$ cat src/rtl/operand_serializer.sv
// Purpose: converts a parallel operand pair into two framed serial bit streams.
// Latency: accept on edge k puts bit 0 of the frame on the lines in cycle k+1; a frame lasts WIDTH cycles.
// Backpressure: in_ready is low mid-frame and during the gap; the source holds in_valid and its data until accepted.
module operand_serializer #(
    parameter int WIDTH     = 4,
    parameter bit LSB_FIRST = 1'b1,
    parameter int GAP       = 0
) (
    input  logic             clk,
    input  logic             reset,
    input  logic             in_valid,
    output logic             in_ready,
    input  logic [WIDTH-1:0] in_a,
    input  logic [WIDTH-1:0] in_b,
    output logic             serial_out_a,
    output logic             serial_out_b,
    output logic             bit_valid,
    output logic             frame_start,
    output logic             frame_last,
    output logic             busy
);

    localparam int CNT_W = $clog2(WIDTH);
    localparam logic [CNT_W-1:0] LAST_BIT = CNT_W'(WIDTH - 1);
    localparam bit HAS_GAP = (GAP > 0);
    // Only meaningful when HAS_GAP; the GAP state is unreachable otherwise.
    localparam logic [3:0] GAP_LAST = 4'(GAP - 1);

    typedef enum logic [1:0] {
        S_IDLE  = 2'd0,
        S_SHIFT = 2'd1,
        S_GAP   = 2'd2
    } state_t;

    state_t           state, state_nxt;
    logic [WIDTH-1:0] sh_a, sh_a_nxt;
    logic [WIDTH-1:0] sh_b, sh_b_nxt;
    logic [CNT_W-1:0] bit_cnt, bit_cnt_nxt;
    logic [3:0]       gap_cnt, gap_cnt_nxt;

    logic last_bit;
    logic accept;
    logic head_a;
    logic head_b;

    // Move every register one position toward the output end; vacated bits fill with 0.
    function automatic logic [WIDTH-1:0] shift1(input logic [WIDTH-1:0] v);
        if (LSB_FIRST) begin
            return {1'b0, v[WIDTH-1:1]};
        end else begin
            return {v[WIDTH-2:0], 1'b0};
        end
    endfunction

    // Status and handshake decode from registered state only.
    always_comb begin
        last_bit  = (state == S_SHIFT) && (bit_cnt == LAST_BIT);
        // Without a gap the last bit cycle can take the next pair, giving seamless frames.
        in_ready  = (state == S_IDLE) || (last_bit && !HAS_GAP);
        accept    = in_valid && in_ready;
        bit_valid = (state == S_SHIFT);
        busy      = (state != S_IDLE);
    end

    // Serial lines come straight from the register end bit, forced to 0 outside valid cycles.
    always_comb begin
        head_a       = LSB_FIRST ? sh_a[0] : sh_a[WIDTH-1];
        head_b       = LSB_FIRST ? sh_b[0] : sh_b[WIDTH-1];
        serial_out_a = bit_valid && head_a;
        serial_out_b = bit_valid && head_b;
        frame_start  = bit_valid && (bit_cnt == '0);
        frame_last   = last_bit;
    end

    // Next-state, shift and counter logic.
    always_comb begin
        state_nxt   = state;
        sh_a_nxt    = sh_a;
        sh_b_nxt    = sh_b;
        bit_cnt_nxt = bit_cnt;
        gap_cnt_nxt = gap_cnt;

        case (state)
            S_IDLE: begin
                if (accept) begin
                    sh_a_nxt    = in_a;
                    sh_b_nxt    = in_b;
                    bit_cnt_nxt = '0;
                    state_nxt   = S_SHIFT;
                end
            end

            S_SHIFT: begin
                sh_a_nxt    = shift1(sh_a);
                sh_b_nxt    = shift1(sh_b);
                bit_cnt_nxt = bit_cnt + 1'b1;
                if (last_bit) begin
                    bit_cnt_nxt = '0;
                    if (HAS_GAP) begin
                        gap_cnt_nxt = '0;
                        state_nxt   = S_GAP;
                    end else if (accept) begin
                        // Back-to-back: the new pair replaces the drained registers.
                        sh_a_nxt  = in_a;
                        sh_b_nxt  = in_b;
                        state_nxt = S_SHIFT;
                    end else begin
                        state_nxt = S_IDLE;
                    end
                end
            end

            S_GAP: begin
                gap_cnt_nxt = gap_cnt + 1'b1;
                if (gap_cnt == GAP_LAST) begin
                    gap_cnt_nxt = '0;
                    state_nxt   = S_IDLE;
                end
            end

            default: begin
                state_nxt = S_IDLE;
            end
        endcase
    end

    // State register; reset drops any frame in flight and wins over a simultaneous accept.
    always_ff @(posedge clk) begin
        if (reset) begin
            state   <= S_IDLE;
            sh_a    <= '0;
            sh_b    <= '0;
            bit_cnt <= '0;
            gap_cnt <= '0;
        end else begin
            state   <= state_nxt;
            sh_a    <= sh_a_nxt;
            sh_b    <= sh_b_nxt;
            bit_cnt <= bit_cnt_nxt;
            gap_cnt <= gap_cnt_nxt;
        end
    end

endmodule

$ cat config.mk
export PLATFORM = sky130hd
export DESIGN_NAME = operand_serializer
export DESIGN_NICKNAME = d
export VERILOG_FILES = /design/src/rtl/operand_serializer.sv
export SDC_FILE = /design/constraint.sdc
export NUM_CORES = 1
export LEC_CHECK = 0
export ABC_CLOCK_PERIOD_IN_PS = 1290
export BUFFER_PORTS_ARGS = -buffer_cell sky130_fd_sc_hd__buf_2
export CORE_UTILIZATION = 42
export CTS_CLUSTER_SIZE = 8
export DETAILED_ROUTE_END_ITERATION = 12
export HOLD_SLACK_MARGIN = 0.05
export PLACE_DENSITY_LB_ADDON = 0.15
export REMOVE_ABC_BUFFERS = 1
export SYNTH_ARGS = -nofsm -noshare
export SYNTH_HDL_FRONTEND = slang
export SYNTH_SLANG_ARGS = --single-unit
$ cat constraint.sdc
create_clock -name clk -period 1.29 [get_ports clk]
set_clock_uncertainty 0.15 [all_clocks]
set_input_delay 0.129 -clock clk [delete_from_list [all_inputs] [get_ports clk]]
set_output_delay 0.129 -clock clk [all_outputs]
set_load 0.05 [all_outputs]
Word level (Yosys, flattened, before mapping)
Cells that the tools add are included.
Cells by class
  $add $sub $neg: 2
  equal/unequal tests: 7
  multiplexer cells: 17
  reduce and logical (&&, ||, !) cells: 12
Operators with widths (number)
  2-to-1 mux 4 bit: 7
  case mux 4 bit (2 select lines): 2
  2-to-1 mux 2 bit: 5
  case mux 2 bit (3 select lines): 1
  logical AND 1 bit: 5
  adder 4 x 1 -> 4 bit (second input constant): 1
  equality test 2 bit (second input constant): 2
  equality test 4 bit (second input constant): 1
  logical NOT 2 bit: 2
  inequality test 2 bit (second input constant): 2
  case mux 2 bit (2 select lines): 1
  nonzero test 2 bit: 2
  AND reduction 3 bit: 1
  adder 2 x 1 -> 2 bit (second input constant): 1
  equality test 2 x 1 -> 1 bit (second input constant): 1
  inequality test 2 x 1 -> 1 bit (second input constant): 1
  AND reduction 2 bit: 1
  logical OR 1 bit: 1
  2-to-1 mux 1 bit: 1
Storage, ports and cells
  bits in registers: 16
  bits of input ports: 11
  output and inout port bits: 7
  logic and storage cells: 43

Longest topological paths before layout
  depth in word-level cells: 7
  depth in mapped cells: 5
  depth with buffers taken out: 4

Worst setup path before layout
No wires, ideal clock.
  path kind: register to register
  start point: register state[0]
  end point: register bit_cnt[0]
  library setup time: 65 ps
  data arrival time: 1576 ps
  required time: 1075 ps
  path slack: -501 ps
  stages on the path, launching flop included: 5
  path buffers: 1
  period minus slack after synthesis: 1791 ps
  path through: dfxtp_1 buf_6 or2b_1 mux2i_1 nor2b_1
On the way
  longest elaborated chain between the ends: 6
  elaborated cells on any way between the ends: 10
  classes of those cells: 2 x eq/ne; 2 x mux; 6 x reduce/logical
Ends and longest elaborated chain
  start, declared: RTL line 35  | state_t state, state_nxt;
  start signal, assigned: RTL line 136  | state <= state_nxt;
  equality test 2 x 1 -> 1 bit: RTL line 57  | last_bit = (state == S_SHIFT) && (bit_cnt == LAST_BIT);
  logical AND 1 bit: RTL line 57
  logical OR 1 bit (*): RTL line 59  | in_ready = (state == S_IDLE) || (last_bit && !HAS_GAP);
  named net in_ready: RTL line 12  | output logic in_ready,
  logical AND 1 bit (*): RTL line 60  | accept = in_valid && in_ready;
  inequality test 2 bit (no line) (*)
  AND reduction 2 bit (no line) (*)
  end signal, assigned: RTL line 139  | bit_cnt <= bit_cnt_nxt;
  end, declared: RTL line 38  | logic [CNT_W-1:0] bit_cnt, bit_cnt_nxt;
The timed path passes the listed nets; every way through them passes the cells marked *.
A chain may end at the register's enable or synchronous reset.

Worst setup path in the final report
  start point: register bit_cnt[0]
  end point: output frame_last
On the way
  longest elaborated chain between the ends: 2
Ends and longest elaborated chain
  equality test 2 bit: RTL line 57
  logical AND 1 bit: RTL line 57
  end, declared: RTL line 19  | output logic frame_last,
Every way passes these cells.

==> flow_summary_export.csv <==
group,metric,value,unit
synth,synth.avg_cell_area,9.47,µm²
status,violations,"negative setup slack",
detailed_routing,antenna_left,0,
sta,rsz0062_at_grt,"yes",
clock_tree,clk_path_buf_depth,2,
clock_tree,clock-sinks,11,
detailed_routing,first_pass_iters,4,
detailed_routing,via_per_inst,4.90,
worst_setup_path,path_class,"flip-flop to primary output",
worst_setup_path,cpMaxStageDelayCell,"dfxtp_2",
worst_setup_path,setup.worst_path.start_class,"flip-flop",
global_routing,grt_pass1_vias,439,
floorplanning,core,1190,µm²
floorplanning,start_util,0.479,
detailed_routing,routedWlPerCell,10.8,µm
final_layout,nets,106,
clock_tree,htreeDepth,1,
clock_tree,cts_tree,"built",
status,status,"finished with violations",
global_routing,grt_overflow,0,
run,maxCapViolCount,0,
pwr,finalPower,856,µW
floorplanning,fp.dieH,38.8,µm
placement,port_buffers,17,
sta,fin_ws,-0.186,ns
worst_setup_path,arrival,1.20,ns
synth,synth_warnings,0,
sta,slew_violations,0,
sta,fin_crit_sh,1.14,
detailed_routing,num_vias,519,
synth,synthesis.area,568,µm²
global_routing,grt_max_degree,13,
pwr,p_leak,0.000412,µW
clock_tree,cts_buffers,3,
worst_hold_path,hp-class,"primary input to flip-flop",
sta,maxSlewHeadroom,0.812,
detailed_routing,drc,0,
clock_tree,root_buffer,"clkbuf_4",
clock_tree,clock_latency,0.26,ns
synth,synth_top_area_frac,0.388,
floorplanning,top_level_ports,18,
detailed_routing,drtIter0Drc,3,
final_layout,area_growth,60.4,%
pwr,max-vdd-ir-drop,0.715,mV
pwr,p_per_area,940,nW/µm²
sta,fin_crit,1.48,ns
final_layout,layout-drive-gt1-share,0.467,
clock_tree,clk_pin_slew,0.07,ns
worst_setup_path,crit_family,"flip-flops",
floorplanning,fp-row-count,12,
worst_setup_path,crit_buf_inv,2,
worst_setup_path,path_max_fanout,3,
placement,place.gp.congestion,0.696,
floorplanning,die_width,38.8,µm
synth,synth.ff_latch_count,11,
synth,synth_edf_count,0,
synth,synthFlopType,"dfxtp_1",
detailed_routing,drt-total-wl,1150,µm
worst_setup_path,cp.required,1.01,ns
worst_setup_path,slowest_delay,0.34,ns
global_routing,grt.total_usage,0.181,
sta,fmax,0.678,GHz
floorplanning,die_area,1500,µm²
synth,async_flop_share,0,
sta,hold_viol,0,
synth,synth.distinct_cells,20,
sta,worst_slew_pin_slew,0.282,ns
synth,yosys.area.top_type,"dfxtp_1",
synth,syn-instance-count,60,
global_routing,antenna_found_initial,0,
placement,place_hpwl,762,µm
final_layout,postLayoutCoreUtil,0.768,
final_layout,n_antenna_cell,0,
worst_setup_path,cp-end-kind,"primary output",
synth,synthTopCellsByArea,"dfxtp_1 (39%), mux2i_1 (16%), a211oi_1 (7.9%), nor2_1 (5.9%), ha_1 (4.4%)",
global_routing,grt_pass1_wl,1810,µm
sta,setup_viol,11,
sta,setup_tns,-1.61,ns
worst_setup_path,path_cells,"ha_4 -> buf_4 -> and2_4 -> buf_8",
synth,synth-seq-area-share,0.388,
-- cell usage after synthesis, types with 2 or more instances --
master and instances:
buf_2 2, inv_1 3, o21a_1 2, ha_1 2, a21oi_1 2, nor2_1 9
a211oi_1 6, dfxtp_1 11, nand3_1 2, mux2i_1 9, and2_2 3
-- registers in the layout, indices dropped and copies added, names as in the netlist --
signal,count
bit_cnt,2
sh_a,4
sh_b,4
state,1
-- power breakdown --
group / switching, µW / leakage, µW / internal [µW]
Combinational: 117 / 0.000305 / 128
Sequential: 17.1 / 0.0000923 / 365
Clock: 109 / 0.0000150 / 119
-- worst min-delay path, stage by stage --
cell and delay [ns]:
buf_2 0.10, mux2i_1 0.12, a211oi_1 0.08
-- stage by stage --
stage                     setup slack (ns)  hold slack [ns]  instance area [µm²]  instances
after global routing                -0.265           0.0619                  911        106
after CTS                           -0.183           0.0536                  897        106
after detailed placement            -0.162            0.305                  703         93
after floorplan                     -0.776           0.0481                  536         55
final                               -0.186           0.0590                  911        106
after global placement              -0.101            0.298                  703         93
-- final cells by class --
type                       count  area (µm²)
tap                           14        17.5
clock buffer                   4        26.3
sequential                    11         226
timing repair buffer          33         304
inverter                       3        11.3
multi-input combinational     41         325
fill                          90         275
-- kinds of logic (layout without fill, tap and decap cells) --
family          count (synthesis)  in the layout  share of synthesized area
simple gates                   19             19                      0.176
compound gates                 11             11                      0.156
flops                          11             11                      0.388
mux                             9              9                      0.159
buf+inv                         8             40                     0.0771
fa+ha+maj                       2              2                     0.0440
-- path summary, 6_finish.rpt --
| path | from | depth (start not counted) | slack (ns) | to |
|---|---|---|---|---|
| max | bit_cnt[0] | 4 | -0.19 | frame_last |
| min | in_a[0] | 3 | 0.06 | sh_a[0] |
| max reg2reg | bit_cnt[0] | 5 | -0.17 | sh_b[1] |
| min reg2reg | sh_a[0] | 2 | 0.35 | sh_a[0] |
-- what timing repair did --
| item | CTS | global route |
|---|---|---|
| buffers inserted | 4 | 0 |
| pin swaps | 9 | 2 |
| gates resized for setup | 31 | 4 |
| setup endpoints to repair | 14 | 15 |
| hold buffers | 5 | 0 |
| hold endpoints to repair | 11 | 0 |
-- cell usage in the layout, fill, tap and decap left out, drive strengths merged --
cell type	instances
nor2b	1
ha	2
a211oi	6
and2	4
clkbuf	4
o21a	2
inv	3
a21oi	2
dfxtp	11
or2	1
nor2	9
mux2i	9
nor3b	1
dlygate4sd3	5
buf	28
or2b	1
nand3	2
a21boi	1
-- routing by layer --
layer / wire, µm / share of wire / global-route usage
met1: 529 / 0.46 / 0.216
met2: 577 / 0.50 / 0.300
met5: 0 / 0 / 0
met3: 41 / 0.036 / 0.0520
met4: 0 / 0 / 0.0776
Power figures use the tool's default switching activity.
